## config.mk

```make
export PLATFORM = sky130hd
export DESIGN_NAME = laser310_kbd_matrix
export DESIGN_NICKNAME = d
export VERILOG_FILES = /design/src/rtl/laser310_kbd_pkg.sv /design/src/rtl/laser310_kbd_map.sv /design/src/rtl/laser310_kbd_matrix.sv
export SDC_FILE = /design/constraint.sdc
export NUM_CORES = 1
export LEC_CHECK = 0
export BUFFER_PORTS_ARGS = -buffer_cell sky130_fd_sc_hd__buf_2
export CORE_MARGIN = 4
export CORE_UTILIZATION = 60
export DETAILED_ROUTE_END_ITERATION = 16
export GPL_TIMING_DRIVEN = 0
export PLACE_DENSITY_LB_ADDON = 0.3
export SKIP_CTS_REPAIR_TIMING = 1
export SLEW_MARGIN = 10
export SYNTH_ARGS = -nofsm -noshare
export SYNTH_HDL_FRONTEND = slang
export SYNTH_SLANG_ARGS = --single-unit
```

## constraint.sdc

```tcl
create_clock -name BASE_CLK -period 4.79 [get_ports BASE_CLK]
set_input_delay 0.479 -clock BASE_CLK [delete_from_list [all_inputs] [get_ports BASE_CLK]]
set_output_delay 0.479 -clock BASE_CLK [all_outputs]
set_load 0.03 [all_outputs]
```

## src/rtl/laser310_kbd_pkg.sv

```systemverilog
// Shared definitions for the LASER310/VZ300 keyboard matrix responder:
// decoder states, scan-code constants, synthesized-key indices and the
// matrix positions those synthesized keys drive.
package laser310_kbd_pkg;

    // Decoder state: which prefix bytes have been seen for the current key.
    typedef enum logic [1:0] {
        ST_IDLE    = 2'd0,
        ST_EXT     = 2'd1,
        ST_BRK     = 2'd2,
        ST_EXT_BRK = 2'd3
    } kbd_state_t;

    // What the decoder asks the matrix registers to do with the current byte.
    typedef enum logic [1:0] {
        ACT_NONE    = 2'd0,
        ACT_PRESS   = 2'd1,
        ACT_RELEASE = 2'd2,
        ACT_CLEAR   = 2'd3
    } kbd_act_t;

    // A matrix position as reported by the scan-code map.
    typedef struct packed {
        logic       hit;
        logic [2:0] row;
        logic [2:0] col;
    } key_pos_t;

    // Protocol bytes.
    localparam logic [7:0] SC_E0 = 8'hE0;
    localparam logic [7:0] SC_F0 = 8'hF0;
    localparam logic [7:0] SC_AA = 8'hAA;
    localparam logic [7:0] SC_FC = 8'hFC;
    localparam logic [7:0] SC_00 = 8'h00;
    localparam logic [7:0] SC_FF = 8'hFF;

    // Synthesized keys: each one stands for CTRL plus one target key.
    localparam int         EX_W    = 6;
    localparam logic [2:0] EX_LEFT  = 3'd0;
    localparam logic [2:0] EX_RIGHT = 3'd1;
    localparam logic [2:0] EX_UP    = 3'd2;
    localparam logic [2:0] EX_DOWN  = 3'd3;
    localparam logic [2:0] EX_ESC   = 3'd4;
    localparam logic [2:0] EX_BKSP  = 3'd5;

    // Matrix positions of CTRL and of the synthesized-key targets.
    localparam logic [2:0] CTRL_ROW   = 3'd1;
    localparam logic [2:0] CTRL_COL   = 3'd2;
    localparam logic [2:0] M_ROW      = 3'd4;
    localparam logic [2:0] M_COL      = 3'd5;
    localparam logic [2:0] COMMA_ROW  = 3'd4;
    localparam logic [2:0] COMMA_COL  = 3'd3;
    localparam logic [2:0] PERIOD_ROW = 3'd4;
    localparam logic [2:0] PERIOD_COL = 3'd1;
    localparam logic [2:0] SPACE_ROW  = 3'd4;
    localparam logic [2:0] SPACE_COL  = 3'd4;
    localparam logic [2:0] MINUS_ROW  = 3'd5;
    localparam logic [2:0] MINUS_COL  = 3'd2;

    // Build a hit entry for the map tables.
    function automatic key_pos_t kp(input logic [2:0] row, input logic [2:0] col);
        key_pos_t p;
        p.hit = 1'b1;
        p.row = row;
        p.col = col;
        return p;
    endfunction

    // Bytes that mean "keyboard reset/self-test/error": drop every key.
    function automatic logic is_reset_code(input logic [7:0] code);
        return (code == SC_AA) || (code == SC_FC) ||
               (code == SC_00) || (code == SC_FF);
    endfunction

    // Target key of a synthesized key (CTRL is added separately).
    function automatic key_pos_t ex_target(input logic [2:0] ex_idx);
        key_pos_t p;
        case (ex_idx)
            EX_LEFT:  p = kp(M_ROW, M_COL);
            EX_RIGHT: p = kp(COMMA_ROW, COMMA_COL);
            EX_UP:    p = kp(PERIOD_ROW, PERIOD_COL);
            EX_DOWN:  p = kp(SPACE_ROW, SPACE_COL);
            EX_ESC:   p = kp(MINUS_ROW, MINUS_COL);
            EX_BKSP:  p = kp(M_ROW, M_COL);
            default:  p = kp(CTRL_ROW, CTRL_COL);
        endcase
        return p;
    endfunction

endpackage

```

## src/rtl/laser310_kbd_map.sv

```systemverilog
// Combinational PS/2 set-2 scan-code lookup. Physical keys come back as a
// matrix position; keys that the machine lacks but that we emulate as
// CTRL+key come back as a synthesized-key index instead.
module laser310_kbd_map
    import laser310_kbd_pkg::*;
(
    input  logic [7:0] i_code,
    input  logic       i_ext,
    output key_pos_t   o_key,
    output logic       o_ex_hit,
    output logic [2:0] o_ex_idx
);

    // Two tables selected by whether an E0 prefix preceded this byte.
    always_comb begin
        o_key    = '0;
        o_ex_hit = 1'b0;
        o_ex_idx = 3'd0;
        if (!i_ext) begin
            case (i_code)
                // row 0: R Q E - W T
                8'h2D: o_key = kp(3'd0, 3'd5);
                8'h15: o_key = kp(3'd0, 3'd4);
                8'h24: o_key = kp(3'd0, 3'd3);
                8'h1D: o_key = kp(3'd0, 3'd1);
                8'h2C: o_key = kp(3'd0, 3'd0);
                // row 1: F A D CTRL S G
                8'h2B: o_key = kp(3'd1, 3'd5);
                8'h1C: o_key = kp(3'd1, 3'd4);
                8'h23: o_key = kp(3'd1, 3'd3);
                8'h14: o_key = kp(CTRL_ROW, CTRL_COL);
                8'h1B: o_key = kp(3'd1, 3'd1);
                8'h34: o_key = kp(3'd1, 3'd0);
                // row 2: V Z C SHIFT X B (both shift keys)
                8'h2A: o_key = kp(3'd2, 3'd5);
                8'h1A: o_key = kp(3'd2, 3'd4);
                8'h21: o_key = kp(3'd2, 3'd3);
                8'h12: o_key = kp(3'd2, 3'd2);
                8'h59: o_key = kp(3'd2, 3'd2);
                8'h22: o_key = kp(3'd2, 3'd1);
                8'h32: o_key = kp(3'd2, 3'd0);
                // row 3: 4 1 3 - 2 5
                8'h25: o_key = kp(3'd3, 3'd5);
                8'h16: o_key = kp(3'd3, 3'd4);
                8'h26: o_key = kp(3'd3, 3'd3);
                8'h1E: o_key = kp(3'd3, 3'd1);
                8'h2E: o_key = kp(3'd3, 3'd0);
                // row 4: M SPACE , - . N
                8'h3A: o_key = kp(M_ROW, M_COL);
                8'h29: o_key = kp(SPACE_ROW, SPACE_COL);
                8'h41: o_key = kp(COMMA_ROW, COMMA_COL);
                8'h49: o_key = kp(PERIOD_ROW, PERIOD_COL);
                8'h31: o_key = kp(3'd4, 3'd0);
                // row 5: 7 0 8 '-' 9 6
                8'h3D: o_key = kp(3'd5, 3'd5);
                8'h45: o_key = kp(3'd5, 3'd4);
                8'h3E: o_key = kp(3'd5, 3'd3);
                8'h4E: o_key = kp(MINUS_ROW, MINUS_COL);
                8'h46: o_key = kp(3'd5, 3'd1);
                8'h36: o_key = kp(3'd5, 3'd0);
                // row 6: U P I ENTER O Y
                8'h3C: o_key = kp(3'd6, 3'd5);
                8'h4D: o_key = kp(3'd6, 3'd4);
                8'h43: o_key = kp(3'd6, 3'd3);
                8'h5A: o_key = kp(3'd6, 3'd2);
                8'h44: o_key = kp(3'd6, 3'd1);
                8'h35: o_key = kp(3'd6, 3'd0);
                // row 7: J ; K : L H
                8'h3B: o_key = kp(3'd7, 3'd5);
                8'h4C: o_key = kp(3'd7, 3'd4);
                8'h42: o_key = kp(3'd7, 3'd3);
                8'h52: o_key = kp(3'd7, 3'd2);
                8'h4B: o_key = kp(3'd7, 3'd1);
                8'h33: o_key = kp(3'd7, 3'd0);
                // Emulated keys without an extended prefix
                8'h76: begin o_ex_hit = 1'b1; o_ex_idx = EX_ESC;  end
                8'h66: begin o_ex_hit = 1'b1; o_ex_idx = EX_BKSP; end
                default: ;
            endcase
        end else begin
            case (i_code)
                // Right CTRL behaves as the one matrix CTRL
                8'h14: o_key = kp(CTRL_ROW, CTRL_COL);
                // Cursor keys become CTRL+M / , / . / SPACE
                8'h6B: begin o_ex_hit = 1'b1; o_ex_idx = EX_LEFT;  end
                8'h74: begin o_ex_hit = 1'b1; o_ex_idx = EX_RIGHT; end
                8'h75: begin o_ex_hit = 1'b1; o_ex_idx = EX_UP;    end
                8'h72: begin o_ex_hit = 1'b1; o_ex_idx = EX_DOWN;  end
                default: ;
            endcase
        end
    end

endmodule

```

## src/rtl/laser310_kbd_matrix.sv

```systemverilog
// LASER310/VZ300 keyboard responder: decodes PS/2 set-2 bytes into a virtual
// 8x6 key matrix and answers the CPU row scan with a registered, active-low
// column word.
module laser310_kbd_matrix
    import laser310_kbd_pkg::*;
#(
    parameter int ROWS = 8,
    parameter int COLS = 6
) (
    input  logic            BASE_CLK,
    input  logic            RESET_N,
    input  logic            SC_VALID,
    input  logic [7:0]      SC_DATA,
    input  logic [ROWS-1:0] SCAN_A,
    output logic [COLS-1:0] KD,
    output logic            KEY_ANY
);

    kbd_state_t                      r_state;
    kbd_state_t                      w_state_next;
    kbd_act_t                        w_act;

    key_pos_t                        w_key;
    logic                            w_ex_hit;
    logic [2:0]                      w_ex_idx;
    logic                            w_ext_table;
    logic                            w_mapped;
    logic                            w_reset_code;

    // Physically held keys and emulated CTRL+key keys are kept apart so that
    // releasing an emulated key can never drop a real CTRL or target key.
    logic [ROWS-1:0][COLS-1:0]       r_phys;
    logic [EX_W-1:0]                 r_ex;
    logic [ROWS-1:0][COLS-1:0]       w_eff;
    key_pos_t                        w_tgt;

    logic [COLS-1:0]                 w_kd_next;
    logic [COLS-1:0]                 r_kd;

    // Extended table applies to the byte that follows an E0 (with or without F0).
    assign w_ext_table  = (r_state == ST_EXT) || (r_state == ST_EXT_BRK);
    assign w_mapped     = w_key.hit || w_ex_hit;
    assign w_reset_code = is_reset_code(SC_DATA);

    laser310_kbd_map u_map (
        .i_code   (SC_DATA),
        .i_ext    (w_ext_table),
        .o_key    (w_key),
        .o_ex_hit (w_ex_hit),
        .o_ex_idx (w_ex_idx)
    );

    // Decoder state register.
    always_ff @(posedge BASE_CLK or negedge RESET_N) begin
        if (!RESET_N) begin
            r_state <= ST_IDLE;
        end else begin
            r_state <= w_state_next;
        end
    end

    // Decoder next state and matrix action; only a strobed byte moves it.
    always_comb begin
        w_state_next = r_state;
        w_act        = ACT_NONE;
        if (SC_VALID) begin
            if (w_reset_code) begin
                w_state_next = ST_IDLE;
                w_act        = ACT_CLEAR;
            end else begin
                case (r_state)
                    ST_IDLE: begin
                        if (SC_DATA == SC_E0) begin
                            w_state_next = ST_EXT;
                        end else if (SC_DATA == SC_F0) begin
                            w_state_next = ST_BRK;
                        end else if (w_mapped) begin
                            w_act = ACT_PRESS;
                        end
                    end
                    ST_EXT: begin
                        // A repeated E0 is swallowed, the prefix still stands.
                        if (SC_DATA == SC_E0) begin
                            w_state_next = ST_EXT;
                        end else if (SC_DATA == SC_F0) begin
                            w_state_next = ST_EXT_BRK;
                        end else begin
                            w_state_next = ST_IDLE;
                            if (w_mapped) begin
                                w_act = ACT_PRESS;
                            end
                        end
                    end
                    ST_BRK, ST_EXT_BRK: begin
                        // A repeated F0 is swallowed, the break still stands.
                        if (SC_DATA != SC_F0) begin
                            w_state_next = ST_IDLE;
                            if (w_mapped) begin
                                w_act = ACT_RELEASE;
                            end
                        end
                    end
                    default: w_state_next = ST_IDLE;
                endcase
            end
        end
    end

    // Physical and emulated key registers; press/release are idempotent.
    always_ff @(posedge BASE_CLK or negedge RESET_N) begin
        if (!RESET_N) begin
            r_phys <= '0;
            r_ex   <= '0;
        end else begin
            case (w_act)
                ACT_CLEAR: begin
                    r_phys <= '0;
                    r_ex   <= '0;
                end
                ACT_PRESS: begin
                    if (w_key.hit) r_phys[w_key.row][w_key.col] <= 1'b1;
                    if (w_ex_hit)  r_ex[w_ex_idx]               <= 1'b1;
                end
                ACT_RELEASE: begin
                    if (w_key.hit) r_phys[w_key.row][w_key.col] <= 1'b0;
                    if (w_ex_hit)  r_ex[w_ex_idx]               <= 1'b0;
                end
                default: ;
            endcase
        end
    end

    // Effective matrix: physical keys plus emulated targets, plus CTRL when
    // any emulated key is held.
    always_comb begin
        w_eff = r_phys;
        w_tgt = '0;
        for (int e = 0; e < EX_W; e++) begin
            if (r_ex[e]) begin
                w_tgt = ex_target(3'(e));
                w_eff[w_tgt.row][w_tgt.col] = 1'b1;
            end
        end
        if (|r_ex) begin
            w_eff[CTRL_ROW][CTRL_COL] = 1'b1;
        end
    end

    // Column reduction: a column reads low if any selected row has it down.
    always_comb begin
        w_kd_next = '1;
        for (int r = 0; r < ROWS; r++) begin
            for (int c = 0; c < COLS; c++) begin
                if (!SCAN_A[3'(r)] && w_eff[3'(r)][3'(c)]) begin
                    w_kd_next[3'(c)] = 1'b0;
                end
            end
        end
    end

    // Registered column word; a read in the same cycle as a scan byte sees
    // the matrix as it was before that byte.
    always_ff @(posedge BASE_CLK or negedge RESET_N) begin
        if (!RESET_N) begin
            r_kd <= '1;
        end else begin
            r_kd <= w_kd_next;
        end
    end

    assign KD      = r_kd;
    assign KEY_ANY = (|r_phys) || (|r_ex);

endmodule

```

Word-level counts from Yosys, hierarchy flattened

Cells that the tools add are included.

Bits in registers: 60
Latch bits: 0
Bits in writable memories: 0
ROM bits: 0
Input bits: 19
Output and inout port bits: 7
Word-level logic and storage cells: 266
Memories: 0

$add $sub $neg: 0
Multiply operators: 0
Divide/modulo/power cells: 0
Magnitude comparators: 30
Equality and inequality tests: 70
Shift operators: 0
Mux-type cells: 89
Bitwise operators: 12
Reduce and logical (&&, ||, !) cells: 54

Operators with widths:

| cell                                                                         | number |
|---|---|
| 7-bit one-hot mux with 45 select lines                                       | 1 |
| 8-bit by 6-bit == test with 1-bit output, second input constant              | 23 |
| 8-bit by 7-bit == test with 1-bit output, second input constant              | 20 |
| 48-bit one-hot mux with 3 select lines                                       | 1 |
| 22-bit 2-to-1 mux                                                            | 6 |
| 22-bit OR                                                                    | 6 |
| 6-bit demux with 3-bit select                                                | 7 |
| 48-bit 2-to-1 mux                                                            | 2 |
| 6-bit 2-to-1 mux                                                             | 15 |
| 8-bit by 5-bit == test with 1-bit output, second input constant              | 9 |
| 3-bit by 4-bit less-than comparator with 1-bit output, second input constant | 15 |
| 48-bit bitwise AND                                                           | 1 |
| 48-bit NOT                                                                   | 1 |
| 48-bit OR                                                                    | 1 |
| 48-bit OR reduction                                                          | 1 |
| 3-bit by 1-bit >= comparator with 1-bit output, second input constant        | 15 |
| 8-bit == test, second input constant                                         | 5 |
| 1-bit logical AND                                                            | 31 |
| 1-bit 2-to-1 mux                                                             | 31 |
| 1-bit demux with 3-bit select                                                | 8 |
| 2-bit 2-to-1 mux                                                             | 10 |
| 6-bit one-hot mux with 3 select lines                                        | 1 |
| 7-bit 2-to-1 mux                                                             | 2 |
| 2-bit one-hot mux with 3 select lines                                        | 2 |
| other kinds (21)                                                             | 41 |

Longest topological paths before layout

Word-level depth: 24
Mapped depth: 20
Mapped depth without buffers: 15

Modules after synthesis

A second synthesis with hierarchy kept.

Cell total of the unflattened synthesis: 525
Area, all modules: 4221.5 um2

By module, submodules not included:

| module              | times used | cells each | area each (um2) | seq. area each (um2) |
|---|---|---|---|---|
| laser310_kbd_matrix | 1          | 368        | 3235.6          | 1506.4 |
| laser310_kbd_map    | 1          | 157        | 985.9           | 0.0 |

Worst setup path before layout

Ideal clock, no wire load.

Kind: input-to-reg
Start point: in SC_DATA[5]
End point: reg r_phys[10] in the netlist's numbering
Library setup time: 0.078 ns
Arrival time: 4.105 ns
Required time: 4.712 ns
Setup slack: 0.607 ns
Stages: 16
Buffers on the path: 3
Cell sequence: buf_4 > or4b_4 > a21o_1 > a32o_2 > a31o_1 > and2_1 > o31ai_1 > nand2_1 > ha_1 > clkbuf_1 > inv_1 > nor3_1 > inv_1 > or3_1 > buf_2 > o2bb2ai_1

Word-level cells in the longest chain between the ends: 14
Elaborated cells between the ends (all ways): 103
Those cells by class: order compare: 4; eq/ne: 63; mux: 21; bitwise: 3; reduce/logical: 12

RTL lines:

| item                                                                                                      | line                                                                              | text |
|---|---|---|
| start, declared                                                                                           | laser310_kbd_matrix.sv:13                                                         | `input logic [7:0] SC_DATA,` |
| 8-bit by 5-bit == test with 1-bit output, or another cell as far along                                    | laser310_kbd_map.sv:20                                                            | `case (i_code)` |
| 2-bit OR reduction (no line) / 4-bit OR reduction (equally long branches)                                 | n/a                                                                               |  |
| 7-bit one-hot mux with 45 select lines, or another cell as far along                                      | laser310_kbd_map.sv:20                                                            |  |
| 7-bit 2-to-1 mux / 1-bit 2-to-1 mux (equally long branches)                                               | laser310_kbd_map.sv:19                                                            | `if (!i_ext) begin` |
| 3-bit by 4-bit less-than comparator with 1-bit output (implied by the code), or another cell as far along | laser310_kbd_matrix.sv:121, laser310_kbd_matrix.sv:125                            |  |
| 1-bit logical AND (implied by the code) / 1-bit 2-to-1 mux (equally long branches)                        | n/a                                                                               |  |
| 1-bit 2-to-1 mux (on tied branches)                                                                       | laser310_kbd_matrix.sv:121, laser310_kbd_matrix.sv:125, laser310_kbd_matrix.sv:75 |  |
| 1-bit demux with 3-bit select / 1-bit 2-to-1 mux (equally long branches)                                  | laser310_kbd_matrix.sv:121, laser310_kbd_matrix.sv:125, laser310_kbd_matrix.sv:73 |  |
| 6-bit 2-to-1 mux (implied by the code) / 2-bit one-hot mux with 2 select lines (equally long branches)    | laser310_kbd_matrix.sv:121, laser310_kbd_matrix.sv:125, laser310_kbd_matrix.sv:71 |  |
| 6-bit demux with 3-bit select / 2-bit 2-to-1 mux (equally long branches)                                  | laser310_kbd_matrix.sv:121, laser310_kbd_matrix.sv:125, laser310_kbd_matrix.sv:67 |  |
| 48-bit NOT (no line) / 2-bit 2-to-1 mux (equally long branches)                                           | n/a                                                                               |  |
| 48-bit bitwise AND (no line), or another cell as far along                                                | n/a                                                                               |  |
| 48-bit 2-to-1 mux, or another cell as far along                                                           | laser310_kbd_matrix.sv:125                                                        | `if (w_key.hit) r_phys[w_key.row][w_key.col] <= 1'b0;` |
| 48-bit one-hot mux with 3 select lines / 3-bit AND reduction (equally long branches)                      | n/a                                                                               |  |
| end signal, assigned                                                                                      | laser310_kbd_matrix.sv:117                                                        | `r_phys <= '0;` |
| end signal, assigned by index                                                                             | laser310_kbd_matrix.sv:121                                                        | `if (w_key.hit) r_phys[w_key.row][w_key.col] <= 1'b1;` |
| end signal, assigned by index                                                                             | laser310_kbd_matrix.sv:125                                                        |  |
| end, declared                                                                                             | laser310_kbd_matrix.sv:32                                                         | `logic [ROWS-1:0][COLS-1:0] r_phys;` |

Parallel ways exist; a longest one is shown, timed or not. The select of a mux whose other input is x is not followed.
A chain may end at the register's enable or synchronous reset.

Worst setup path after layout

Start point: in SC_DATA[5]
End point: reg r_phys[32] in the netlist's numbering

The elaborated chain is that of the path after synthesis.

==> flow_summary_export.csv <==
group,metric,value,unit
outcome,status,"completed",
finish,drive_gt1_share,18.9,%
global_route,grtUsageTotal,34.3,%
timing,rsz0062_at_grt,"false",
detailed_routing,finalWirelength,15300,microns
worst_setup_path,required,5.01,ns
synthesis,synth_area_leaders,"dfrtp_1 30%, o21ai_0 5.3%, a21oi_1 3.6%",
synthesis,synth_top_area_share,30.2,%
worst_setup_path,slowest_delay,0.59,ns
worst_setup_path,crit_path_end_kind,"flip-flop",
synthesis,synthMostInstantiatedCell,"dfrtp_1",
detailed_routing,drt_iter0_drc,512,
finish,multi_input_area,2860,sq um
place,place.gp.congestion,0.974,
finish,layout.cells.non_filler,676,
floorplanning,die_w,95.9,microns
worst_setup_path,crit_chain,"buf_2 > buf_4 > or4b_4 > a21o_1 > a32o_2 > a31o_1 > and2_1 > o31ai_1 > nand2_1 > ha_1 > clkbuf_1 > or2_2 > buf_1 > a21boi_4 > buf_2 > o21ai_0 > o2bb2ai_1",
cts,cts_buffer_depth,2,
synthesis,synth_warnings,0,
worst_setup_path,crit_type,"in -> reg",
cts,cts.clk_slew.worst_paths,0.08,ns
cts,htreeDepth,3,
timing,relSlewSlack,40.3,%
power,p_leak,2.01,nW
global_route,grt_max_degree,61,
floorplanning,fp.dieH,95.9,microns
timing,fmax,0.218,GHz
timing,hold_violations,0,
synthesis,ys_ff_latch,60,
finish,diodes,0,
synthesis,syn_area_per_cell,8.50,sq um
finish,finish.utilization,69.6,%
timing,fin_setup_tns,0,ns
worst_setup_path,startpoint_type,"input pin",
timing,fin_skew,0.00893,ns
detailed_routing,wl_per_cell,22.7,microns
timing,drv_slew,0,
floorplanning,core,7370,sq um
detailed_routing,first_pass_iters,6,
synthesis,synth-seq-area-share,32.5,%
timing,tightestPinTransition,0.891,ns
cts,worstSkewPairLatency,0.34,ns
cts,cts_tree,"yes",
finish,nets,594,
worst_setup_path,path_delay_family,"compound AO/OA/AOI/OAI gates",
hold_path,hp-class,"in -> async",
finish,area_growth,10.5,%
global_route,grt-ovfl-total,0,
power,ir_drop,0.000161,V
global_route,grt_first_pass_wirelength,24100,microns
global_route,met3_usage,11.0,%
floorplanning,initial_core_util,63.0,%
synthesis,syn_inst,546,
timing,fin_crit,4.59,ns
floorplanning,rows,31,
global_route,grt_util_met1,47.9,%
power,power.density,249,nW/um^2
place,placed_cell_area,4850,sq um
synthesis,synthDistinctLibCells,87,
worst_setup_path,cp_max_fo,10,
floorplanning,io_pins,26,
synthesis,synth_top_cell_by_area,"dfrtp_1",
detailed_routing,drcViolationCount,0,
global_route,grt_use_met2,50.6,%
worst_setup_path,path_buf_inv,5,
timing,setup_violations,0,
floorplanning,die_area,9210,sq um
synthesis,synthTopCellsByCount,"56 x dfrtp_1, 49 x o21ai_0, 36 x nand2_1",
place,port-buffer-count,16,
worst_setup_path,crit_slowest_cell,"or4b_4",
power,p_total,1.27,mW
global_route,antenna_found_initial,0,
flow_run,cap_violations,0,
detailed_routing,vias,4839,
synthesis,ys_async_sr_fraction,100,%
finish,postLayoutCellArea,5130,sq um
synthesis,synth_area,4640,sq um
worst_setup_path,arrival,4.81,ns
cts,cts.sinks,60,
detailed_routing,viasPerCell,7.16,
cts,cts_root_buffer,"clkbuf_8",
detailed_routing,antenna_left,0,
cts,cts_buffers,9,
synthesis,ys.flop_type,"dfrtp_1",
global_route,grt.busiest_layer,"met2",
global_route,grt_pass1_vias,4566,
worst_setup_path,crit_path_frequent_cell,"buf_2",
place,dp_hpwl,11300,microns
finish,register_area,1510,sq um
place,placed_cells,662,
timing,finalCritPeriodShare,95.8,%
synthesis,synth-edff-count,0,
finish,fill_cells,618,
## worst paths after layout
check | start | endpoint | slack, ns | depth (start not counted)
worst max-delay path | SC_DATA[5] | r_phys[32]$_DFFE_PN0P_ | 0.20 | 17
worst min-delay path | RESET_N | r_ex[0]$_DFFE_PN0P_ | 0.20 | 1
worst max register to register | r_state[0]$_DFFE_PN0P_ | r_phys[32]$_DFFE_PN0P_ | 0.65 | 15
worst min register to register | r_phys[21]$_DFFE_PN0P_ | KD[3]$_DFF_PN1_ | 0.49 | 1
max in group asynchronous | RESET_N | r_phys[29]$_DFFE_PN0P_ | 4.09 | 1
min in group BASE_CLK | SC_VALID | r_state[1]$_DFFE_PN0P_ | 0.42 | 2
## cell usage in the layout (no fill, tap or decap), drive strengths merged, types with 4 or more instances in the layout
cell type / n
nand4: 7
and3: 4
o21bai: 8
dfrtp: 56
o21ai: 57
nand3: 13
a21oi: 34
clkinv: 4
o2bb2ai: 15
a22o: 8
a211o: 5
nand2b: 10
o22ai: 7
nor3: 20
nor2: 31
o211ai: 9
or3: 10
a2bb2oi: 4
or4b: 6
buf: 49
clkbuf: 21
a31oi: 12
nor4: 17
or3b: 4
a221oi: 4
o31ai: 8
a32oi: 4
dfstp: 4
and2: 7
inv: 17
nor2b: 10
o32ai: 4
nand3b: 6
nand2: 37
a21o: 4
## where the power goes
group          switching, mW  internal, mW  total [mW]  leakage, nW
Clock                  0.223         0.296       0.520        0.114
Combinational          0.165        0.0764       0.242         1.08
Sequential           0.00251         0.511       0.513        0.820
Total                  0.391         0.883        1.27         2.01
## kinds of logic (layout without fill, tap and decap cells)
family	count (synthesis)	after routing	synth area share, %
compound gates	213	213	33.1
simple gates	199	199	24.8
buf+inv	63	93	7.23
flops	60	60	32.5
xor+xnor	4	4	0.917
fa+ha+maj	3	3	0.809
mux	3	3	0.647
other cells	1	2	0.0808
## metrics by stage
stage / setup WS [ns] / hold WS, ns
floorplan: 0.607 / 0.183
global placement: -0.586 / 0.441
detailed placement: -0.685 / 0.471
CTS: -0.382 / 0.212
global route: 0.00795 / 0.251
finish: 0.200 / 0.196
## worst register-to-register path: cells and delay by family, from the launching register on
| kind | cells | cell delay (ns) |
|---|---|---|
| and+or+nand+nor | 5 | 1.43 |
| AOI/OAI and AO/OA | 5 | 1.02 |
| buffers and inverters | 4 | 0.83 |
| DFF | 1 | 0.49 |
| adders and majority gates | 1 | 0.21 |
## flip-flops by register name (all words and copies together) (netlist names)
register,cells
r_phys,48
r_state,2
r_ex,6
KD,4
## metal layers
layer / share of wire (%) / vias to the layer above / routed length (microns)
met5: 0 / - / 0
met4: 2.2 / 0 / 340
met3: 13 / 45 / 1940
met2: 44 / 338 / 6730
met1: 41 / 2311 / 6300
li1: - / 2145 / -
## area by class of cell
type,count,area share (%)
Multi-Input combinational cell,424,55.8
Sequential cell,60,29.4
Buffer,45,5.25
Clock buffer,9,2.42
Tap cell,99,2.42
Clock inverter,7,1.95
Timing Repair Buffer,16,1.61
Inverter,16,1.17
Power figures use the tool's default switching activity.
